--- src/rtl/mips_pkg.sv ---
`default_nettype none
// ============================================================================
// Module      : mips_pkg
// Description : Shared constants for the MIPS-style write-back path.
//               Holds the wb_sel source encodings and the hard-wired zero
//               register index.
// Revision    : 1.0 - initial release
// ============================================================================
package mips_pkg;

  // Write-back source select
  typedef enum logic [1:0] {
    WB_ALU  = 2'b00,  // alu_lo
    WB_HI   = 2'b01,  // architectural HI
    WB_LO   = 2'b10,  // architectural LO
    WB_LINK = 2'b11   // jal/jalr return address
  } wb_sel_e;

  // Register $0 is hard-wired to zero and never written
  localparam logic [4:0] REG_ZERO = 5'd0;

endpackage : mips_pkg
`default_nettype wire

--- src/rtl/hilo_reg.sv ---
`default_nettype none
// ============================================================================
// Module      : hilo_reg
// Description : Architectural HI/LO register pair written by mult/multu.
// Ports       : clk, rst (sync, active-high)
//               we          - load hi_d/lo_d on this edge
//               hi_d, lo_d  - next HI/LO values
//               hi_q, lo_q  - current HI/LO values
// Revision    : 1.0 - initial release
// ============================================================================
module hilo_reg #(
  parameter int WIDTH = 32
) (
  input  logic             clk,
  input  logic             rst,
  input  logic             we,
  input  logic [WIDTH-1:0] hi_d,
  input  logic [WIDTH-1:0] lo_d,
  output logic [WIDTH-1:0] hi_q,
  output logic [WIDTH-1:0] lo_q
);

  always_ff @(posedge clk) begin
    if (rst) begin
      hi_q <= '0;
      lo_q <= '0;
    end else if (we) begin
      hi_q <= hi_d;
      lo_q <= lo_d;
    end
  end

endmodule : hilo_reg
`default_nettype wire

--- src/rtl/ex_wb_stage.sv ---
`default_nettype none
// ============================================================================
// Module      : ex_wb_stage
// Description : EX -> WB pipeline register with HI/LO, write-back source
//               select, forwarding compare and retired-instruction counter.
// Ports       : clk, rst (sync, active-high)
//               in_valid, stall, flush          - pipeline control
//               alu_lo, alu_hi, hilo_we         - ALU results / mult write
//               wb_sel, link_addr               - write-back source select
//               reg_we, rd_addr, rs_addr, rt_addr
//               wb_we, wb_addr, wb_data         - register-file write port
//               hi_q, lo_q                      - architectural HI/LO
//               fwd_rs, fwd_rt                  - bypass hits for EX operands
//               retire_cnt                      - retired instruction count
// Revision    : 1.0 - initial release
// ============================================================================
module ex_wb_stage
  import mips_pkg::*;
#(
  parameter int WIDTH = 32
) (
  input  logic             clk,
  input  logic             rst,
  input  logic             in_valid,
  input  logic             stall,
  input  logic             flush,
  input  logic [WIDTH-1:0] alu_lo,
  input  logic [WIDTH-1:0] alu_hi,
  input  logic             hilo_we,
  input  logic [1:0]       wb_sel,
  input  logic [WIDTH-1:0] link_addr,
  input  logic             reg_we,
  input  logic [4:0]       rd_addr,
  input  logic [4:0]       rs_addr,
  input  logic [4:0]       rt_addr,
  output logic             wb_we,
  output logic [4:0]       wb_addr,
  output logic [WIDTH-1:0] wb_data,
  output logic [WIDTH-1:0] hi_q,
  output logic [WIDTH-1:0] lo_q,
  output logic             fwd_rs,
  output logic             fwd_rt,
  output logic [31:0]      retire_cnt
);

  logic             valid_q,      valid_d;
  logic             reg_we_q,     reg_we_d;
  logic [4:0]       rd_q,         rd_d;
  logic [WIDTH-1:0] data_q,       data_d;
  logic [31:0]      retire_cnt_q, retire_cnt_d;
  logic [WIDTH-1:0] sel_data;
  logic             hilo_load;

  // HI/LO are read here before the edge that may overwrite them, so an
  // mfhi/mflo sees the value from before any mult in the same cycle.
  always_comb begin
    sel_data = alu_lo;
    case (wb_sel)
      WB_ALU:  sel_data = alu_lo;
      WB_HI:   sel_data = hi_q;
      WB_LO:   sel_data = lo_q;
      WB_LINK: sel_data = link_addr;
    endcase
  end

  // A killed or bubble instruction must never touch HI/LO.
  assign hilo_load = in_valid & hilo_we & ~stall & ~flush;

  always_comb begin
    valid_d      = valid_q;
    reg_we_d     = reg_we_q;
    rd_d         = rd_q;
    data_d       = data_q;
    retire_cnt_d = retire_cnt_q;
    // flush overrides stall: the valid bit is cleared even while held
    if (flush) begin
      valid_d = 1'b0;
    end else if (!stall) begin
      valid_d = in_valid;
    end
    if (!stall) begin
      reg_we_d = reg_we;
      rd_d     = rd_addr;
      data_d   = sel_data;
      if (valid_q) begin
        retire_cnt_d = retire_cnt_q + 32'd1;  // wraps naturally at 2^32
      end
    end
  end

  always_ff @(posedge clk) begin
    if (rst) begin
      valid_q      <= 1'b0;
      reg_we_q     <= 1'b0;
      rd_q         <= '0;
      data_q       <= '0;
      retire_cnt_q <= '0;
    end else begin
      valid_q      <= valid_d;
      reg_we_q     <= reg_we_d;
      rd_q         <= rd_d;
      data_q       <= data_d;
      retire_cnt_q <= retire_cnt_d;
    end
  end

  hilo_reg #(
    .WIDTH (WIDTH)
  ) u_hilo (
    .clk  (clk),
    .rst  (rst),
    .we   (hilo_load),
    .hi_d (alu_hi),
    .lo_d (alu_lo),
    .hi_q (hi_q),
    .lo_q (lo_q)
  );

  assign wb_we      = valid_q & reg_we_q & (rd_q != REG_ZERO);
  assign wb_addr    = rd_q;
  assign wb_data    = data_q;
  assign retire_cnt = retire_cnt_q;
  assign fwd_rs     = wb_we & (rd_q == rs_addr);
  assign fwd_rt     = wb_we & (rd_q == rt_addr);

endmodule : ex_wb_stage
`default_nettype wire

--- config.mk ---
export PLATFORM = sky130hd
export DESIGN_NAME = ex_wb_stage
export DESIGN_NICKNAME = d
export VERILOG_FILES = /design/src/rtl/mips_pkg.sv /design/src/rtl/hilo_reg.sv /design/src/rtl/ex_wb_stage.sv
export SDC_FILE = /design/constraint.sdc
export NUM_CORES = 1
export LEC_CHECK = 0
export CAP_MARGIN = 20
export CORE_MARGIN = 2
export CORE_UTILIZATION = 46
export CTS_CLUSTER_SIZE = 28
export DETAILED_ROUTE_END_ITERATION = 8
export PLACE_DENSITY_LB_ADDON = 0.15
export SYNTH_ARGS = -nofsm -noshare
export SYNTH_HDL_FRONTEND = slang
export SYNTH_SLANG_ARGS = --single-unit
--- constraint.sdc ---
create_clock -name clk -period 6.3 [get_ports clk]
set_input_delay 1.26 -clock clk [delete_from_list [all_inputs] [get_ports clk]]
set_output_delay 1.26 -clock clk [all_outputs]
set_load 0.03 [all_outputs]
Word level (Yosys, flattened, before mapping)
Index checks and enable logic that the tools add are counted.
{"block": "word_totals", "ff_bits": 135, "latch_bits": 0, "mem_bits_rw": 0, "rom_bits": 0, "inputBits": 120, "output_inout_bits": 136, "wordCells": 27, "n_memories": 0}
{"block": "classes", "add_sub_neg": 1, "multipliers": 0, "n_div": 0, "magnitude_cmp": 0, "eq_ne": 5, "n_shift": 0, "n_mux": 1, "n_bitwise": 9, "reduce_logical": 4}
{"cell": "one-hot mux 32 bit (4 select lines)", "n": 1}
{"cell": "adder 32 x 1 -> 32 bit, second input constant", "n": 1}
{"cell": "== test 5 bit", "n": 2}
{"cell": "bitwise AND 1 bit", "n": 7}
{"cell": "nonzero test 5 bit", "n": 1}
{"cell": "== test 2 bit, second input constant", "n": 2}
{"cell": "== test 2 x 1 -> 1 bit, second input constant", "n": 1}
{"cell": "zero test 2 bit", "n": 1}
{"cell": "inverter 1 bit", "n": 2}
{"cell": "AND reduction 2 bit", "n": 1}
{"cell": "OR reduction 2 bit", "n": 1}

Longest topological paths before layout
Gate-level depths: netlist (run 1).
{"block": "logic_depth", "depth_word": 3, "ltp_mapped": 6}

Cells and area by module
A second synthesis (run 1) with hierarchy kept.
{"block": "hier_totals", "hier_cells": 569, "area_unflattened_um2": 6070.8}
{"module": "ex_wb_stage", "n_inst": 1, "cells_each": 363, "area_each_um2": 3779.9, "seq_area_each_um2": 1421.4}
{"module": "hilo_reg", "n_inst": 1, "cells_each": 206, "area_each_um2": 2290.9, "seq_area_each_um2": 1281.2}

Worst setup path after synthesis (run 1)
No wires, ideal clock.
{"block": "synth_timing", "path_type": "input to output", "startpoint": "in rs_addr[4]", "endpoint": "out fwd_rs", "t_arrival_ns": 2.451, "path_slack_ns": 2.589, "path_stages": 3, "path_cell_list": "xnor2_1 -> nand3_1 -> nor4_1"}
{"block": "synth_between", "elab_chain_len": 2}
{"item": "start: declaration", "line": "ex_wb_stage.sv:34", "text": "input logic [4:0] rs_addr,"}
{"item": "== test 5 bit", "line": "ex_wb_stage.sv:123", "text": "assign fwd_rs = wb_we & (rd_q == rs_addr);"}
{"item": "bitwise AND 1 bit", "line": "ex_wb_stage.sv:123"}
{"item": "end: declaration", "line": "ex_wb_stage.sv:41", "text": "output logic fwd_rs,"}
Every way passes these cells.

Final worst setup path (run 1)
{"block": "layout_timing", "startpoint": "in rt_addr[4]", "endpoint": "out fwd_rt"}
{"block": "layout_between", "elab_chain_len": 2}
{"item": "start: declaration", "line": "ex_wb_stage.sv:35", "text": "input logic [4:0] rt_addr,"}
{"item": "== test 5 bit", "line": "ex_wb_stage.sv:124", "text": "assign fwd_rt = wb_we & (rd_q == rt_addr);"}
{"item": "bitwise AND 1 bit", "line": "ex_wb_stage.sv:124"}
{"item": "end: declaration", "line": "ex_wb_stage.sv:42", "text": "output logic fwd_rt,"}
Every way passes these cells.

==> results.yml, run 1 <==
drt:
  route.vias.total: 5731
  postRouteAntennaNets: 0
  avg_vias_per_cell: 5.458
  initial_drt_pass_iterations: 5
  route.detailed.wl_per_inst_um: 17.66
  initialDrtViolationCount: 371
  drt_drc_violations_left: 0
  wirelength_mm: 18.54
yosys:
  synth-seq-area-share: 0.4549
  postSynthRegisterBits: 135
  ys_types: 39
  syn_inst: 635
  count_of_flip_flops_with_a_built_in_enable_after_synthesis: 0
  postSynthAreaPerCell_sq_um: 9.355
  yosys_most_used_dff: "sky130_fd_sc_hd__dfxtp_1"
  synth_fp_nets: 756
  synth-warning-count: 0
  ys_async_rst_share: 0
  netlist_area_sq_mm: 0.005941
layout:
  multi_input_area_sq_mm: 0.003044
  final_core_utilization: 0.7315
  final_cell_mix: "sky130_fd_sc_hd__clkdlybuf4s50_1 (251), sky130_fd_sc_hd__nand2_1 (139), sky130_fd_sc_hd__dfxtp_1 (135)"
  layout-drive-gt1-share: 0.09112
  layout_commonest_cell: "sky130_fd_sc_hd__clkdlybuf4s50_1"
  nNetsFinal: 986
  register_area_sq_mm: 0.002703
  antenna-diode-count: 0
  fillCellCount: 920
  area_delta_synth_final_pct: 55.39
worst_setup_path:
  critPathMaxFanout: 1
  crit_type: "input port to output pin"
  cp.arrival_ns: 2.97
  required_ns: 5.04
  critical_path.startpoint_type: "input port"
  worst_setup_path_end_kind: "output pin"
min_path:
  hold_path.class: "register to register"
floorplanning:
  initial_core_util: 0.4708
  num_rows: 41
  floorplan.core_area_sq_mm: 0.01262
  floorplan.die.width_um: 117.6
  die_area_sq_mm: 0.01384
  pin_count: 256
  floorplan.die.height_um: 117.6
cts:
  cts.reportedPaths.clkPinSlew_ns: 0.05
  clock-root-buffer: "sky130_fd_sc_hd__clkbuf_16"
  num_clock_sinks: 135
  total_clock_buffers_created_by_cts: 17
  cts-htree-levels: 4
  ctsHoldBuffers: 0
  tritoncts_clock_tree: "built"
  cts-root-to-sink-buffers: 2
  insertion_delay_ns: 0.42
  ctsResizeCount: 0
  postCtsSetupRepairBufs: 0
pwr:
  vdd_ir_drop_max_uv: 172.5
  power_frac_seq: 0.386
  pwr-share-clk: 0.492
  p_leak_nw: 3.308
  comb_power_share: 0.122
  cell_internal_pwr_mw: 1.805
  swShare: 0.2198
  power_per_cell_area_mw_per_mm2: 250.6
  total_switching_power_uw: 508.3
timing:
  min_period_over_period: 0.6719
  finalSetupViolCount: 0
  final_worst_slack_ns: 2.067
  minimum_clock_period_ns: 4.233
  worst_clock_skew_ns: 0.004870
  timing_worst_slew_pin_value_ns: 1.015
  final-hold-violation-count: 0
  setup_repair_after_global_routing_missed_its_margin: "false"
  maxClockFrequency_mhz: 236.2
  fin_tns_setup_ns: 0
  maxSlewHeadroom: 0.3219
  timing_max_transition_violations_final: 0
global_routing:
  grt_busiest_layer: "met2"
  grt_antenna_before_repair: 0
  grt_max_degree: 94
  grt_first_pass_wirelength_mm: 29.75
  met3_usage: 0.1206
  grtUsageMet2: 0.4600
  gr-usage-met1: 0.2951
  globalRouteTotalUtil: 0.2695
  gr-total-overflow: 0
  grt_pass1_vias: 5799
place:
  gp_routability_congestion: 0.8214
  hpwl_mm: 12.75
  port-buffer-count: 255
  preCtsSetupSlack_ns: 2.089
run:
  max_cap_violations: 0
status:
  run_status: "completed"
-- worst max-delay path: stages --
cell and delay (ns):
sky130_fd_sc_hd__clkdlybuf4s50_1 0.47, sky130_fd_sc_hd__xnor2_1 0.13, sky130_fd_sc_hd__nand3_1 0.10, sky130_fd_sc_hd__nor4_1 0.29, sky130_fd_sc_hd__clkdlybuf4s50_1 0.72
-- layer usage --
metal	routed length, um	up-vias
li1	-	2698
met4	413	0
met5	0	-
met3	1768	27
met1	7103	2770
met2	9254	236
-- state kept, by name, summed over array words and instances, names as in the netlist --
signal       count
u_hilo.lo_q     32
retire_cnt      32
reg_we_q         1
wb_addr          5
u_hilo.hi_q     32
valid_q          1
wb_data         32
-- cell families (layout without fill, tap and decap cells) --
| logic type | count (synthesis) | count (layout) | synth area share |
|---|---|---|---|
| AND/OR/NAND/NOR | 249 | 249 | 0.1900 |
| flip-flops | 135 | 135 | 0.4549 |
| AO/OA/AOI/OAI | 103 | 103 | 0.09309 |
| multiplexers | 74 | 74 | 0.1925 |
| buffers and inverters | 53 | 296 | 0.03791 |
| XOR/XNOR | 20 | 20 | 0.02949 |
| adder cells (fa/ha/maj) | 1 | 1 | 0.002106 |
-- cell usage after synthesis, types with 2 or more instances --
master	instances	area (sq um)
sky130_fd_sc_hd__nand4_1	8	50.05
sky130_fd_sc_hd__clkbuf_1	36	135.1
sky130_fd_sc_hd__and4_1	5	43.79
sky130_fd_sc_hd__a21oi_1	82	410.4
sky130_fd_sc_hd__mux4_2	32	720.7
sky130_fd_sc_hd__and2_1	2	12.51
sky130_fd_sc_hd__nand3_1	9	45.04
sky130_fd_sc_hd__mux2_2	2	22.52
sky130_fd_sc_hd__nand2_1	139	521.8
sky130_fd_sc_hd__o21ai_0	6	30.03
sky130_fd_sc_hd__o31ai_1	12	90.09
sky130_fd_sc_hd__or3_1	5	31.28
sky130_fd_sc_hd__nor2_1	51	191.4
sky130_fd_sc_hd__xor2_1	11	96.34
sky130_fd_sc_hd__and3_1	2	12.51
sky130_fd_sc_hd__nor4_1	3	18.77
sky130_fd_sc_hd__or4_1	12	90.09
sky130_fd_sc_hd__buf_2	4	20.02
sky130_fd_sc_hd__or4_2	2	17.52
sky130_fd_sc_hd__mux2i_1	40	400.4
sky130_fd_sc_hd__buf_1	5	18.77
sky130_fd_sc_hd__xnor2_1	9	78.83
sky130_fd_sc_hd__inv_1	5	18.77
sky130_fd_sc_hd__buf_6	2	22.52
sky130_fd_sc_hd__dfxtp_1	135	2703
sky130_fd_sc_hd__nor2b_1	3	18.77
-- cell type report --
cell class                 count  area share
multi-input combinational    447      0.3298
sequential                   135      0.2928
timing repair buffer         259      0.2779
clock buffer                  25     0.05693
tap                          172     0.02331
clock inverter                 7     0.01735
inverter                       5    0.002033
-- per-stage QoR --
stage | cells | cell area [sq um] | hold slack [ns] | power [mW]
6_report | 1050 | 9231 | 0.4680 | 2.313
3_3_place_gp | 1018 | 8546 | 0.4533 | 1.187
2_1_floorplan | 635 | 5941 | 0.4637 | 1.050
4_1_cts | 1050 | 9231 | 0.4715 | 2.329
3_5_place_dp | 1018 | 8546 | 0.4627 | 1.193
5_1_grt | 1050 | 9231 | 0.4898 | 2.386
-- power by group through the flow --
| stage | Sequential [mW] | Clock, mW | Combinational, mW |
|---|---|---|---|
| 2_1_floorplan | 0.950 | 0 | 0.100 |
| 3_3_place_gp | 0.909 | 0 | 0.278 |
| 3_5_place_dp | 0.911 | 0 | 0.282 |
| 4_1_cts | 0.893 | 1.15 | 0.284 |
| 5_1_grt | 0.895 | 1.19 | 0.300 |
| 6_report | 0.893 | 1.14 | 0.282 |
-- final timing paths --
check | from | to | slack, ns | cells past startpoint
setup / recovery | rt_addr[4] | fwd_rt | 2.07 | 5
hold / removal | u_hilo.hi_q[29] | u_hilo.hi_q[29] | 0.47 | 2
setup reg to reg | retire_cnt[0] | retire_cnt[18] | 3.73 | 5
hold reg to reg | u_hilo.hi_q[29] | u_hilo.hi_q[29] | 0.47 | 2
Note: power is estimated with default switching activity, not from simulation.
==> inputs of run 2 (changes only) <==
--- a/config.mk
+++ b/config.mk
@@ -7,7 +7,7 @@
 export LEC_CHECK = 0
 export CAP_MARGIN = 20
 export CORE_MARGIN = 2
-export CORE_UTILIZATION = 46
+export CORE_UTILIZATION = 43
 export CTS_CLUSTER_SIZE = 28
 export DETAILED_ROUTE_END_ITERATION = 8
 export PLACE_DENSITY_LB_ADDON = 0.15
==> constraint.sdc (replaced) <==
create_clock -name clk -period 4.2 [get_ports clk]
set_input_delay 0.84 -clock clk [delete_from_list [all_inputs] [get_ports clk]]
set_output_delay 0.84 -clock clk [all_outputs]
set_load 0.03 [all_outputs]
==> run 2 against run 1 <==
- clock-buffer cell count up 2
- hold slack got worse by 0.0029 ns
- total power increased by 39%
- largest power group unchanged
- non-clock buffer count up 3
==> results.yml, run 2 (synthesis results as in run 1) <==
status:
  run_status: "completed"
cts:
  cts.reportedPaths.clkPinSlew_ns: 0.05
  postCtsSetupRepairBufs: 0
  ctsResizeCount: 0
  num_clock_sinks: 135
  ctsHoldBuffers: 0
  tritoncts_clock_tree: "built"
  cts-root-to-sink-buffers: 2
  cts-htree-levels: 4
  clock-root-buffer: "sky130_fd_sc_hd__clkbuf_16"
  total_clock_buffers_created_by_cts: 17
  insertion_delay_ns: 0.41
timing:
  timing_max_transition_violations_final: 0
  final-hold-violation-count: 0
  fin_tns_setup_ns: 0
  maxClockFrequency_mhz: 297.6
  finalSetupViolCount: 0
  worst_clock_skew_ns: 0.004657
  min_period_over_period: 0.8000
  minimum_clock_period_ns: 3.360
  timing_worst_slew_pin_value_ns: 0.9126
  setup_repair_after_global_routing_missed_its_margin: "false"
  maxSlewHeadroom: 0.3916
floorplanning:
  num_rows: 42
  die_area_sq_mm: 0.01477
  pin_count: 256
  floorplan.core_area_sq_mm: 0.01335
  floorplan.die.height_um: 121.5
  floorplan.die.width_um: 121.5
  initial_core_util: 0.4451
global_routing:
  grt_first_pass_wirelength_mm: 28.99
  grt_antenna_before_repair: 0
  gr-total-overflow: 0
  globalRouteTotalUtil: 0.2519
  grt_max_degree: 83
  grt_pass1_vias: 5661
layout:
  area_delta_synth_final_pct: 53.88
  final_core_utilization: 0.6849
  final_cell_mix: "sky130_fd_sc_hd__clkdlybuf4s50_1 (251), sky130_fd_sc_hd__nand2_1 (139), sky130_fd_sc_hd__dfxtp_1 (135)"
  layout_commonest_cell: "sky130_fd_sc_hd__clkdlybuf4s50_1"
  antenna-diode-count: 0
  layout-drive-gt1-share: 0.08646
  nNetsFinal: 989
drt:
  drt_drc_violations_left: 0
  avg_vias_per_cell: 5.445
  route.detailed.wl_per_inst_um: 17.46
  postRouteAntennaNets: 0
  initial_drt_pass_iterations: 5
  initialDrtViolationCount: 494
  wirelength_mm: 18.42
  route.vias.total: 5745
pwr:
  vdd_ir_drop_max_uv: 265.3
  power_per_cell_area_mw_per_mm2: 351.7
  p_leak_nw: 3.260
  finalPower_mw: 3.215
worst_setup_path:
  worst_setup_path_end_kind: "output pin"
  required_ns: 3.36
  crit_type: "input port to output pin"
  critical_path.startpoint_type: "input port"
  critPathMaxFanout: 1
  cp.arrival_ns: 2.52
run:
  max_cap_violations: 0
place:
  gp_routability_congestion: 0.8143
  port-buffer-count: 255
  hpwl_mm: 12.87
min_path:
  hold_path.class: "register to register"
[run 2: changes by cell type in the layout (fill, tap and decap cells not counted), sizes merged]
cell,before,now
buf,8,11
clkbuf,25,27
bufinv,5,2
clkinv,2,1
[run 2: power breakdown]
| part | total (mW) | internal (mW) | switching (mW) |
|---|---|---|---|
| Clock | 1.45 | 0.930 | 0.518 |
| Sequential | 1.34 | 1.31 | 0.0247 |
| Combinational | 0.427 | 0.230 | 0.197 |
| Total | 3.21 | 2.48 | 0.740 |
[run 2: final timing paths]
| path | slack (ns) | endpoint | from | depth (start not counted) |
|---|---|---|---|---|
| max | 0.84 | fwd_rt | rt_addr[4] | 5 |
| min | 0.47 | u_hilo.lo_q[25] | u_hilo.lo_q[25] | 2 |
| max reg2reg | 1.67 | retire_cnt[18] | retire_cnt[1] | 5 |
| min reg2reg | 0.47 | u_hilo.lo_q[25] | u_hilo.lo_q[25] | 2 |
[run 2: per-layer routing]
layer  track usage  vias to the layer above  part of all wire
met5             0                        -                 0
met4       0.09914                        0             0.023
met3       0.09223                       28             0.095
met2        0.4178                      257              0.49
met1        0.2979                     2764              0.39
li1              -                     2696                 -
[run 2: cell type report]
cell class              instances  area, sq um
repair buffers                262         2587
flip-flops and latches        135         2703
multi-input cells             447         3044
clock inverters                 3        65.06
fillers                      1061         4207
clock buffers                  27        503.0
inverters                       5        18.77
well taps                     176        220.2
[run 2: per-stage QoR]
step | hold WS [ns] | setup slack (ns) | instances | instance area, sq um
6_report | 0.4651 | 0.8400 | 1055 | 9141
4_1_cts | 0.4663 | 0.8241 | 1055 | 9141
2_1_floorplan | 0.4637 | 1.329 | 635 | 5941
5_1_grt | 0.4918 | 0.7497 | 1055 | 9141
3_5_place_dp | 0.4590 | 0.8348 | 1025 | 8573
3_3_place_gp | 0.4552 | 0.8377 | 1025 | 8573
[run 2: critical path: stages]
cell,delay [ns]
sky130_fd_sc_hd__clkdlybuf4s50_1,0.47
sky130_fd_sc_hd__xnor2_1,0.14
sky130_fd_sc_hd__nand3_1,0.10
sky130_fd_sc_hd__nor4_1,0.26
sky130_fd_sc_hd__clkdlybuf4s50_1,0.71
